[src/rtl/lcd_pkg.sv]
// Shared definitions for the LCD command arbiter: FSM states, default hold-off
// times, command field positions and the long-execution opcode decode.
package lcd_pkg;

   typedef enum logic [1:0] {
      IDLE    = 2'd0,
      ISSUE   = 2'd1,
      WAIT_TX = 2'd2,
      DELAY   = 2'd3
   } state_e;

   localparam int WAIT_SHORT_DEF = 2000;
   localparam int WAIT_LONG_DEF  = 82000;

   localparam int DB_RS = 9;
   localparam int DB_RW = 8;

   localparam logic [7:0] CLEAR = 8'h01;
   localparam logic [7:0] HOME  = 8'h02;

   // Clear Display (0x01) and Return Home (0x02/0x03, bit 0 is don't-care)
   // are the only instructions needing the long execution time.
   function automatic logic is_long_cmd(input logic [9:0] db);
      return !db[DB_RS] && !db[DB_RW] &&
             ((db[7:0] == CLEAR) || ((db[7:0] & 8'hFE) == HOME));
   endfunction

endpackage

[src/rtl/lcd_delay_timer.sv]
// Load-and-count-down hold-off timer; counts toward zero and stops there.
module lcd_delay_timer #(
   parameter int CNT_W = 17
) (
   input  logic             clk,
   input  logic             reset,
   input  logic             load,
   input  logic [CNT_W-1:0] load_val,
   output logic             zero
);

   logic [CNT_W-1:0] cnt_q, cnt_d;

   always_comb begin
      cnt_d = cnt_q;
      if (load) begin
         cnt_d = load_val;
      end else if (cnt_q != '0) begin
         cnt_d = cnt_q - CNT_W'(1);
      end
   end

   always_ff @(posedge clk or posedge reset) begin
      if (reset) begin
         cnt_q <= '0;
      end else begin
         cnt_q <= cnt_d;
      end
   end

   assign zero = (cnt_q == '0);

endmodule

[src/rtl/lcd_cmd_arbiter.sv]
// Two-port arbiter in front of the LCD transmitter, adding HD44780 hold-off.
// Define LCD_RR_ARB_EN for round-robin arbitration; default is fixed priority to port 0.
module lcd_cmd_arbiter
   import lcd_pkg::*;
#(
   parameter int WAIT_SHORT = WAIT_SHORT_DEF,
   parameter int WAIT_LONG  = WAIT_LONG_DEF
) (
   input  logic       clk,
   input  logic       reset,
   input  logic       req0,
   input  logic [9:0] db0,
   input  logic       req1,
   input  logic [9:0] db1,
   output logic       gnt0,
   output logic       gnt1,
   output logic       done0,
   output logic       done1,
   output logic       tx_start,
   output logic [9:0] tx_db,
   input  logic       tx_done,
   output logic       busy
);

   localparam int CNT_W = $clog2(WAIT_LONG + 1);
   localparam logic [CNT_W-1:0] SHORT_LD = CNT_W'(WAIT_SHORT - 1);
   localparam logic [CNT_W-1:0] LONG_LD  = CNT_W'(WAIT_LONG - 1);

   state_e           state_q, state_d;
   logic             gnt0_q, gnt0_d, gnt1_q, gnt1_d;
   logic             done0_q, done0_d, done1_q, done1_d;
   logic             tx_start_q, tx_start_d;
   logic             busy_q, busy_d;
   logic [9:0]       tx_db_q, tx_db_d;
   logic             owner_q, owner_d;
   logic             win1;
   logic             tmr_load;
   logic [CNT_W-1:0] tmr_val;
   logic             tmr_zero;

`ifdef LCD_RR_ARB_EN
   logic last_q, last_d;
   // On contention the port that did not win last time gets the grant.
   assign win1 = req1 && (!req0 || !last_q);
`else
   assign win1 = req1 && !req0;
`endif

   always_comb begin
      state_d    = state_q;
      gnt0_d     = 1'b0;
      gnt1_d     = 1'b0;
      done0_d    = 1'b0;
      done1_d    = 1'b0;
      tx_start_d = 1'b0;
      busy_d     = busy_q;
      tx_db_d    = tx_db_q;
      owner_d    = owner_q;
      tmr_load   = 1'b0;
      tmr_val    = SHORT_LD;
`ifdef LCD_RR_ARB_EN
      last_d     = last_q;
`endif
      case (state_q)
         IDLE: begin
            if (req0 || req1) begin
               gnt0_d  = !win1;
               gnt1_d  = win1;
               tx_db_d = win1 ? db1 : db0;
               owner_d = win1;
               busy_d  = 1'b1;
`ifdef LCD_RR_ARB_EN
               last_d  = win1;
`endif
               state_d = ISSUE;
            end
         end
         ISSUE: begin
            tx_start_d = 1'b1;
            state_d    = WAIT_TX;
         end
         WAIT_TX: begin
            if (tx_done) begin
               tmr_load = 1'b1;
               tmr_val  = is_long_cmd(tx_db_q) ? LONG_LD : SHORT_LD;
               state_d  = DELAY;
            end
         end
         DELAY: begin
            if (tmr_zero) begin
               done0_d = !owner_q;
               done1_d = owner_q;
               busy_d  = 1'b0;
               state_d = IDLE;
            end
         end
         default: state_d = IDLE;
      endcase
   end

   always_ff @(posedge clk or posedge reset) begin
      if (reset) begin
         state_q    <= IDLE;
         gnt0_q     <= 1'b0;
         gnt1_q     <= 1'b0;
         done0_q    <= 1'b0;
         done1_q    <= 1'b0;
         tx_start_q <= 1'b0;
         busy_q     <= 1'b0;
         tx_db_q    <= '0;
         owner_q    <= 1'b0;
`ifdef LCD_RR_ARB_EN
         last_q     <= 1'b1;
`endif
      end else begin
         state_q    <= state_d;
         gnt0_q     <= gnt0_d;
         gnt1_q     <= gnt1_d;
         done0_q    <= done0_d;
         done1_q    <= done1_d;
         tx_start_q <= tx_start_d;
         busy_q     <= busy_d;
         tx_db_q    <= tx_db_d;
         owner_q    <= owner_d;
`ifdef LCD_RR_ARB_EN
         last_q     <= last_d;
`endif
      end
   end

   lcd_delay_timer #(
      .CNT_W(CNT_W)
   ) u_timer (
      .clk     (clk),
      .reset   (reset),
      .load    (tmr_load),
      .load_val(tmr_val),
      .zero    (tmr_zero)
   );

   assign gnt0     = gnt0_q;
   assign gnt1     = gnt1_q;
   assign done0    = done0_q;
   assign done1    = done1_q;
   assign tx_start = tx_start_q;
   assign tx_db    = tx_db_q;
   assign busy     = busy_q;

endmodule

[config.mk]
export PLATFORM = sky130hd
export DESIGN_NAME = lcd_cmd_arbiter
export DESIGN_NICKNAME = d
export VERILOG_FILES = /design/src/rtl/lcd_pkg.sv /design/src/rtl/lcd_delay_timer.sv /design/src/rtl/lcd_cmd_arbiter.sv
export SDC_FILE = /design/constraint.sdc
export NUM_CORES = 1
export LEC_CHECK = 0
export ABC_AREA = 1
export BUFFER_PORTS_ARGS = -buffer_cell sky130_fd_sc_hd__buf_4
export CAP_MARGIN = 20
export CORE_MARGIN = 3
export CORE_UTILIZATION = 35
export DETAILED_ROUTE_END_ITERATION = 6
export HOLD_SLACK_MARGIN = 0.15
export PLACE_DENSITY = 0.65
export RECOVER_POWER = 50
export SLEW_MARGIN = 20
export SYNTH_ARGS = -nofsm -noshare
export SYNTH_HDL_FRONTEND = slang
export SYNTH_HIERARCHICAL = 1
export SYNTH_SLANG_ARGS = --single-unit
[constraint.sdc]
create_clock -name clk -period 5.2 [get_ports clk]
set_clock_uncertainty 0.1 [all_clocks]
set_input_delay 0.26 -clock clk [delete_from_list [all_inputs] [get_ports clk]]
set_output_delay 0.26 -clock clk [all_outputs]
set_load 0.02 [all_outputs]
# [Word-level counts from Yosys, hierarchy flattened]
# Index checks and enable logic that the tools add are counted.
[totals] mem_bits_rw=0 latch_bits=0 memories=0 romBits=0 register_bits=36 input_bits=25
[op_classes] reduce_logical=18 eq_ne=8 muxes=24 bitwise_logic=0 addsub=1 div=0 shifts=0 multipliers=0 order_cmp=0
[ops] cell="$mux 17" n=5
[ops] cell="$logic_not 17->1" n=1
[ops] cell="$reduce_bool 17->1" n=1
[ops] cell="$sub 17x1->17 const B" n=1
[ops] cell="$mux 1" n=13
[ops] cell="$mux 10" n=1
[ops] cell="$eq 8x1->1 const B" n=1
[ops] cell="$pmux 2 s4" n=1
[ops] cell="$eq 7x1->1 const B" n=1
[ops] cell="$mux 2" n=3
[ops] cell="$ne 2x2->1 const B" n=3
[ops] cell="$reduce_and 3->1" n=2
[ops] cell="$logic_not 1->1" n=5
[ops] cell="$eq 2x2->1 const B" n=2
[ops] cell="$reduce_bool 2->1" n=2
[ops] cell="$logic_and 1x1->1" n=3
[ops] cell="$eq 2x1->1 const B" n=1
[ops] cell="$logic_not 2->1" n=1
[ops] cell="$logic_or 1x1->1" n=2
[ops] cell="$pmux 1 s2" n=1
[ops] cell="$reduce_and 2->1" n=1

# [Longest topological paths before layout]
# Gate-level depths: netlist of the first run.
[logic_depth] word_depth=7 mapped_depth=11

# [Modules after synthesis]
# The synthesis of the first run kept the hierarchy.
[by_module_without_submodules] mod="lcd_delay_timer" seq_area_each_um2=425.4 n_inst=1 cells_per_inst=157 area_per_inst_um2=1142.3
[by_module_without_submodules] mod="lcd_cmd_arbiter" seq_area_each_um2=475.5 n_inst=1 cells_per_inst=152 area_per_inst_um2=1117.3

# [Least setup slack after synthesis of the first run]
# No wires, ideal clock.
[synth_path] kind="register to register" start="register state_q[0]" end="register u_timer.cnt_q[14]" path_slack_ns=3.532 setup_ns=0.120 period_less_slack_ns=1.668 stages_incl_launch_ff=11 arrival_time_ns=1.449 cell_sequence="dfrtp_1 > inv_1 > ha_1 > nand2_1 > inv_1 > buf_4 > inv_1 > buf_2 > or2_2 > nand2_1 > nor2_1"
[synth_between] elab_chain_len=3
[synth_lines] element="from (decl)" line="lcd_cmd_arbiter.sv:29" rtl="state_e state_q, state_d;"
[synth_lines] element="from (signal assigned)" line="lcd_cmd_arbiter.sv:116" rtl="state_q <= state_d;"
[synth_lines] element="$eq 2x2->1 (*)" line="lcd_cmd_arbiter.sv:64" rtl="case (state_q)"
[synth_lines] element="$mux 1 (*)" line="lcd_cmd_arbiter.sv:64"
[synth_lines] element="via tmr_load" line="lcd_cmd_arbiter.sv:37" rtl="logic tmr_load;"
[synth_lines] element="$mux 17 or $reduce_bool 2->1 (tied branches)"
[synth_lines] element="to (signal assigned)" line="lcd_delay_timer.sv:27" rtl="cnt_q <= cnt_d;"
[synth_lines] element="to (decl)" line="lcd_delay_timer.sv:12" rtl="logic [CNT_W-1:0] cnt_q, cnt_d;"
# The timed path passes the listed nets; every way through them passes the cells marked *.
# A chain may end at the register's enable or synchronous reset.

# [Final worst setup path of the first run]
[layout_path] start="register state_q[0]" end="register u_timer.cnt_q[15]"
# Same word-level chain as after synthesis.

==> out/qor.txt, run 1 <==
Outcome: complete, no violations
Boundary Pins: 41
Area contributors post-synth: dfrtp_1 40%, nand2_1 18%, inv_1 8.8%, nor2_1 5.0%, nand3_2 4.4%
Leakage Power: 0.00146 uW
Initial core utilization: 37.1%
Clk_lat worst skew: 290 ps
Arrival @ worst endpoint: 2280 ps
Max_cap viols: 0
Crit path max fanout: 20
Via density: 4.32
First-pass GRT wire length: 8020 um
Most common cell in the netlist: nand2_1
Share of the synthesized area in the top cell type: 39.9%
Worst VDD drop: 0.244 mV
Pwr per Cell Area: 513 nW/um2
Cell count after synthesis: 309
Vias in the first global route: 1835
Endpoint, Worst Hold: tx_db[6]
# rows: 28
Final setup viols: 0
Hold WC Path Type: in2reg
Gr usage total: 13.4%
NumNets Final: 391
Synthesized area: 2260 um2
Final HPWL DP: 3470 um
Final worst path period share: 42.4%
Reg-to-Reg End: u_timer/cnt_q[15]
Vias: 1889
Initial antenna violation count: 0
Post-CTS Hold Fix Bufs: 2
TritonRoute pass-1 iters: 4
Net Sw Frac: 43.8%
FF+latch count, synth: 36
Worst flop-to-flop path startpoint: state_q[0]
Setup crit end kind: flop
DRC: 0
# Post-CTS Setup Buffers: 0
CTS tree: built
CTS Sinks: 36
Fin. Hold Viols: 0
CTS H-tree depth: 2
Main synth FF type: dfrtp_1
CTS-repair resized insts: 0
Total wire length: 4380 um
Ratio of cells with drive above 1 in the final layout: 18.5%
Final Slew Violations: 0
Syn-to-layout area delta: 19.9%
Synth cell types: 29
Congestion Overflow GR: 0
Reg power frac: 36.8%
Area leader, netlist: dfrtp_1
Int Power: 782 uW
Critical path type: reg2reg
Routability congestion estimate: 0.818
Slew at the pin closest to its max-slew limit: 681 ps
Drt initial violations: 83
Die ar.: 7460 um2
Net Switching: 609 uW
CTS Root Buffer Type: clkbuf_8
Clock power share: 17.5%
Number of I/O port buffers: 40
Height of the die: 86.4 um
Final setup TNS: 0 ps
Hold Crit Depth: 5
Min-delay src: db1[6]
CTS clk-pin slew, worst paths: 80 ps
RSZ-0062 raised after global routing: false
Final ANT Viol Nets: 0
Slew HR: 54.5%
Die span in x: 86.4 um
Seq/Total Area, Yosys: 39.9%
Comb power frac: 45.7%
Max Freq: 454 MHz
Required time of the critical path: 5280 ps
Clock Path Buffers: 2
Startpoint Class: flop
Number of inserted diodes: 0
Synth Warn #: 6
Post-route minimum period: 2200 ps
EDFF count, synth: 0
Async SR Flop Fraction: 100%
Total Power: 1390 uW
Pin count of the biggest net entering global routing: 21
Reg2Reg Setup Slack: 3000 ps
Core Area: 6100 um2
DR WL/cell: 10.0 um
Avg Synthesized Cell Area: 7.31 um2
Post-synth top cells: 107 x nand2_1, 53 x inv_1, 36 x dfrtp_1
CTS Buf Count: 5
Reg2Reg Depth: 8
[placed cells by master (no fill, tap or decap), drive strengths merged]
| master | instances |
|---|---|
| o21ai | 15 |
| dlygate4sd3 | 2 |
| or2 | 3 |
| xor2 | 2 |
| bufinv | 1 |
| xnor2 | 5 |
| nand4 | 5 |
| buf | 23 |
| a21oi | 2 |
| clkinv | 1 |
| nand2 | 110 |
| inv | 56 |
| dfrtp | 36 |
| o211ai | 2 |
| nor3 | 1 |
| nand3 | 23 |
| clkbuf | 22 |
| ha | 5 |
| nor2 | 36 |
| conb | 11 |
| clkinvlp | 1 |
[per-layer routing]
metal | share of wire, % | wire length (um) | GRT usage (%)
met2 | 48 | 2100 | 22.3
met4 | 0.57 | 25 | 3.82
met1 | 46 | 2020 | 16.9
met5 | 0 | 0 | 0
met3 | 5.3 | 232 | 3.80
[cell families (layout without fill, tap and decap cells)]
| family | Yosys count | count (layout) | synth area share (%) |
|---|---|---|---|
| simple gates | 178 | 178 | 36.9 |
| buf+inv | 62 | 106 | 11.5 |
| flops | 36 | 36 | 39.9 |
| compound gates | 19 | 19 | 5.92 |
| xor+xnor | 7 | 7 | 2.71 |
| fa+ha+maj | 5 | 5 | 2.77 |
| other cells | 2 | 11 | 0.332 |
[flip-flops by register name, indices dropped and copies added (netlist names)]
name and count:
tx_start 1, busy 1, u_timer/cnt_q 17, gnt1 1, state_q 2, owner_q 1, done1 1, gnt0 1
done0 1, tx_db 10
[critical path: stages, from the launching register on]
cell and delay, ps:
dfrtp_1 430, inv_1 100, ha_1 190, nand2_1 60
inv_1 430, inv_1 330, or2_2 350, nand2_1 70
nor2_1 40
[final cells by class]
cell class / instances / area [um2]
Sequential cell: 36 / 901
Multi-Input combinational cell: 220 / 1130
Inverter: 56 / 210
Fill cell: 650 / 3390
Clock buffer: 5 / 68.8
Tap cell: 75 / 93.8
Clock inverter: 3 / 42.5
Timing Repair Buffer: 42 / 260
[power groups by stage]
| stage | clock network [uW] | logic [uW] | registers, uW |
|---|---|---|---|
| 2_1_floorplan | 0 | 477 | 549 |
| 3_3_place_gp | 0 | 667 | 514 |
| 3_5_place_dp | 0 | 679 | 516 |
| 4_1_cts | 252 | 684 | 512 |
| 5_1_grt | 265 | 731 | 530 |
| 6_report | 244 | 636 | 511 |
[how the worst max path moves through the flow]
stage / slack (ps) / end / depth (start not counted) / from
floorplan: 3530 / u_timer/cnt_q[14] / 10 / state_q[0]
global placement: 3060 / u_timer/cnt_q[14] / 8 / state_q[0]
detailed placement: 2980 / u_timer/cnt_q[15] / 8 / state_q[0]
CTS: 2960 / u_timer/cnt_q[15] / 8 / state_q[0]
global route: 2800 / u_timer/cnt_q[15] / 8 / state_q[0]
finish: 3000 / u_timer/cnt_q[15] / 8 / state_q[0]
[stage by stage]
step | util, % | worst slack, ps | cells | area (um2) | hold slack [ps]
after global routing | 44.5 | 2800 | 437 | 2710 | 168
after CTS | 45.4 | 2960 | 437 | 2770 | 158
after global placement | 43.3 | 3060 | 427 | 2640 | 308
after detailed placement | 43.3 | 2980 | 427 | 2640 | 312
final | 44.5 | 3000 | 437 | 2710 | 167
after floorplan | - | 3530 | 318 | 2290 | 86.1
Power figures use the tool's default switching activity.
==> run 2: changes to the inputs <==
- clock period: 5.2 -> 2.12 ns (I/O delays scaled with it)
==> out/qor.txt, run 2 (same netlist as run 1, synthesis figures left out) <==
Max Freq: 507 MHz
Number of I/O port buffers: 40
GRT Max-Usage Layer: met2
CTS Root Buffer Type: clkbuf_8
Core Area: 6100 um2
Slew at the pin closest to its max-slew limit: 689 ps
Via density: 4.37
Post-route minimum period: 1970 ps
Final HPWL DP: 3620 um
Hold_ws: 332 ps
CTS clk-pin slew, worst paths: 80 ps
Height of the die: 86.4 um
CP cell instances: inv_1 > ha_2 > inv_2 > nor2_4 > nand3_2 > dlygate4sd3_1 > nand2_1
Met3 Use GR: 3.42%
Final ANT Viol Nets: 0
Boundary Pins: 41
Clk_lat worst skew: 290 ps
Crit path max fanout: 8
Fin area: 2950 um2
M2 GR Usage: 26.3%
Ratio of cells with drive above 1 in the final layout: 18.1%
WP buf/inv: 3
Critical-path top delay cell: dlygate4sd3_1
Drt initial violations: 88
Post-route core utilization: 48.4%
TritonRoute pass-1 iters: 4
Routability congestion estimate: 0.829
Critical path type: reg2reg
Number of inserted diodes: 0
DR WL/cell: 10.7 um
NumNets Final: 415
Final setup TNS: 0 ps
# Post-CTS Setup Buffers: 0
RSZ-0062 raised after global routing: false
Total wire length: 4930 um
Congestion Overflow GR: 0
Final worst path period share: 93.0%
Area post-placement: 2650 um2
CTS Sinks: 36
Hold WC Path Type: reg2reg
Pwr per Cell Area: 1200 nW/um2
Syn-to-layout area delta: 30.5%
Max_cap viols: 0
Fin. Hold Viols: 0
Leakage Power: 0.00155 uW
DRC: 0
Initial core utilization: 37.1%
Clock Path Buffers: 2
Die span in x: 86.4 um
# rows: 28
Outcome: complete, no violations
Max reg flops: 17
Setup crit end kind: flop
Arrival @ worst endpoint: 2090 ps
Gr usage total: 14.9%
Highest-count cells in the layout ignoring fill and taps: 107 x nand2_1, 53 x inv_1, 36 x dfrtp_1, 30 x nor2_1, 25 x buf_4
CP delay by family, top: buffers and inverters
Pin count of the biggest net entering global routing: 20
Startpoint Class: flop
Initial antenna violation count: 0
Vias in the first global route: 2027
CTS Buf Count: 5
Most common cell after layout, fill and taps aside: nand2_1
Setup ws final: 148 ps
Final setup viols: 0
Setup slack after placement: 336 ps
CTS tree: built
Most flop-heavy register: u_timer/cnt_q
Vias: 2015
Final Slew Violations: 0
Die ar.: 7460 um2
Met1 Usage GRT: 17.8%
Worst VDD drop: 0.508 mV
CTS H-tree depth: 2
First-pass GRT wire length: 9000 um
Slowest stage delay, CP: 560 ps
Required time of the critical path: 2240 ps
Slew HR: 54.0%
-- run 2: changes by cell type in the layout (fill, tap and decap cells not counted), sizes merged --
| cell | previous run | this run |
|---|---|---|
| buf | 23 | 25 |
| dlygate4sd3 | 2 | 24 |
-- run 2: final timing paths --
path / from / cells past startpoint / slack [ps] / end
worst max-delay path: state_q[0] / 7 / 150 / tx_db[3]
worst min-delay path: owner_q / 1 / 330 / done0
worst max register to register: state_q[0] / 7 / 150 / tx_db[3]
worst min register to register: owner_q / 1 / 330 / done0
max in group asynchronous: reset / 3 / 1090 / tx_db[3]
min in group asynchronous: reset / 3 / 380 / u_timer/cnt_q[0]
-- run 2: layout make-up --
class                           count  area (um2)
Timing Repair Buffer               66         495
Tap cell                           75        93.8
Multi-Input combinational cell    220        1140
Clock buffer                        5        68.8
Inverter                           56         210
Sequential cell                    36         901
Clock inverter                      3        42.5
Fill cell                         631        3150
-- run 2: power by group --
group	switching (uW)	internal, uW
Combinational	1020	650
Clock	256	348
Sequential	263	995
Total	1530	1990
-- run 2: metal layers --
layer	share of wire [%]	vias to the layer above
li1	-	1071
met1	44	900
met2	50	37
met3	4.5	7
met4	1.3	0
met5	0	-
-- run 2: repair_timing --
action	CTS	global route
gates resized for setup	0	1
endpoints found under the hold margin	51	0
hold buffers	24	0
endpoints found under the setup margin	0	6
-- run 2: through the flow --
step,total power (uW),instances
3_3_place_gp,2920,429
6_report,3530,461
3_5_place_dp,2960,429
2_1_floorplan,2520,318
5_1_grt,3890,461
4_1_cts,3650,461
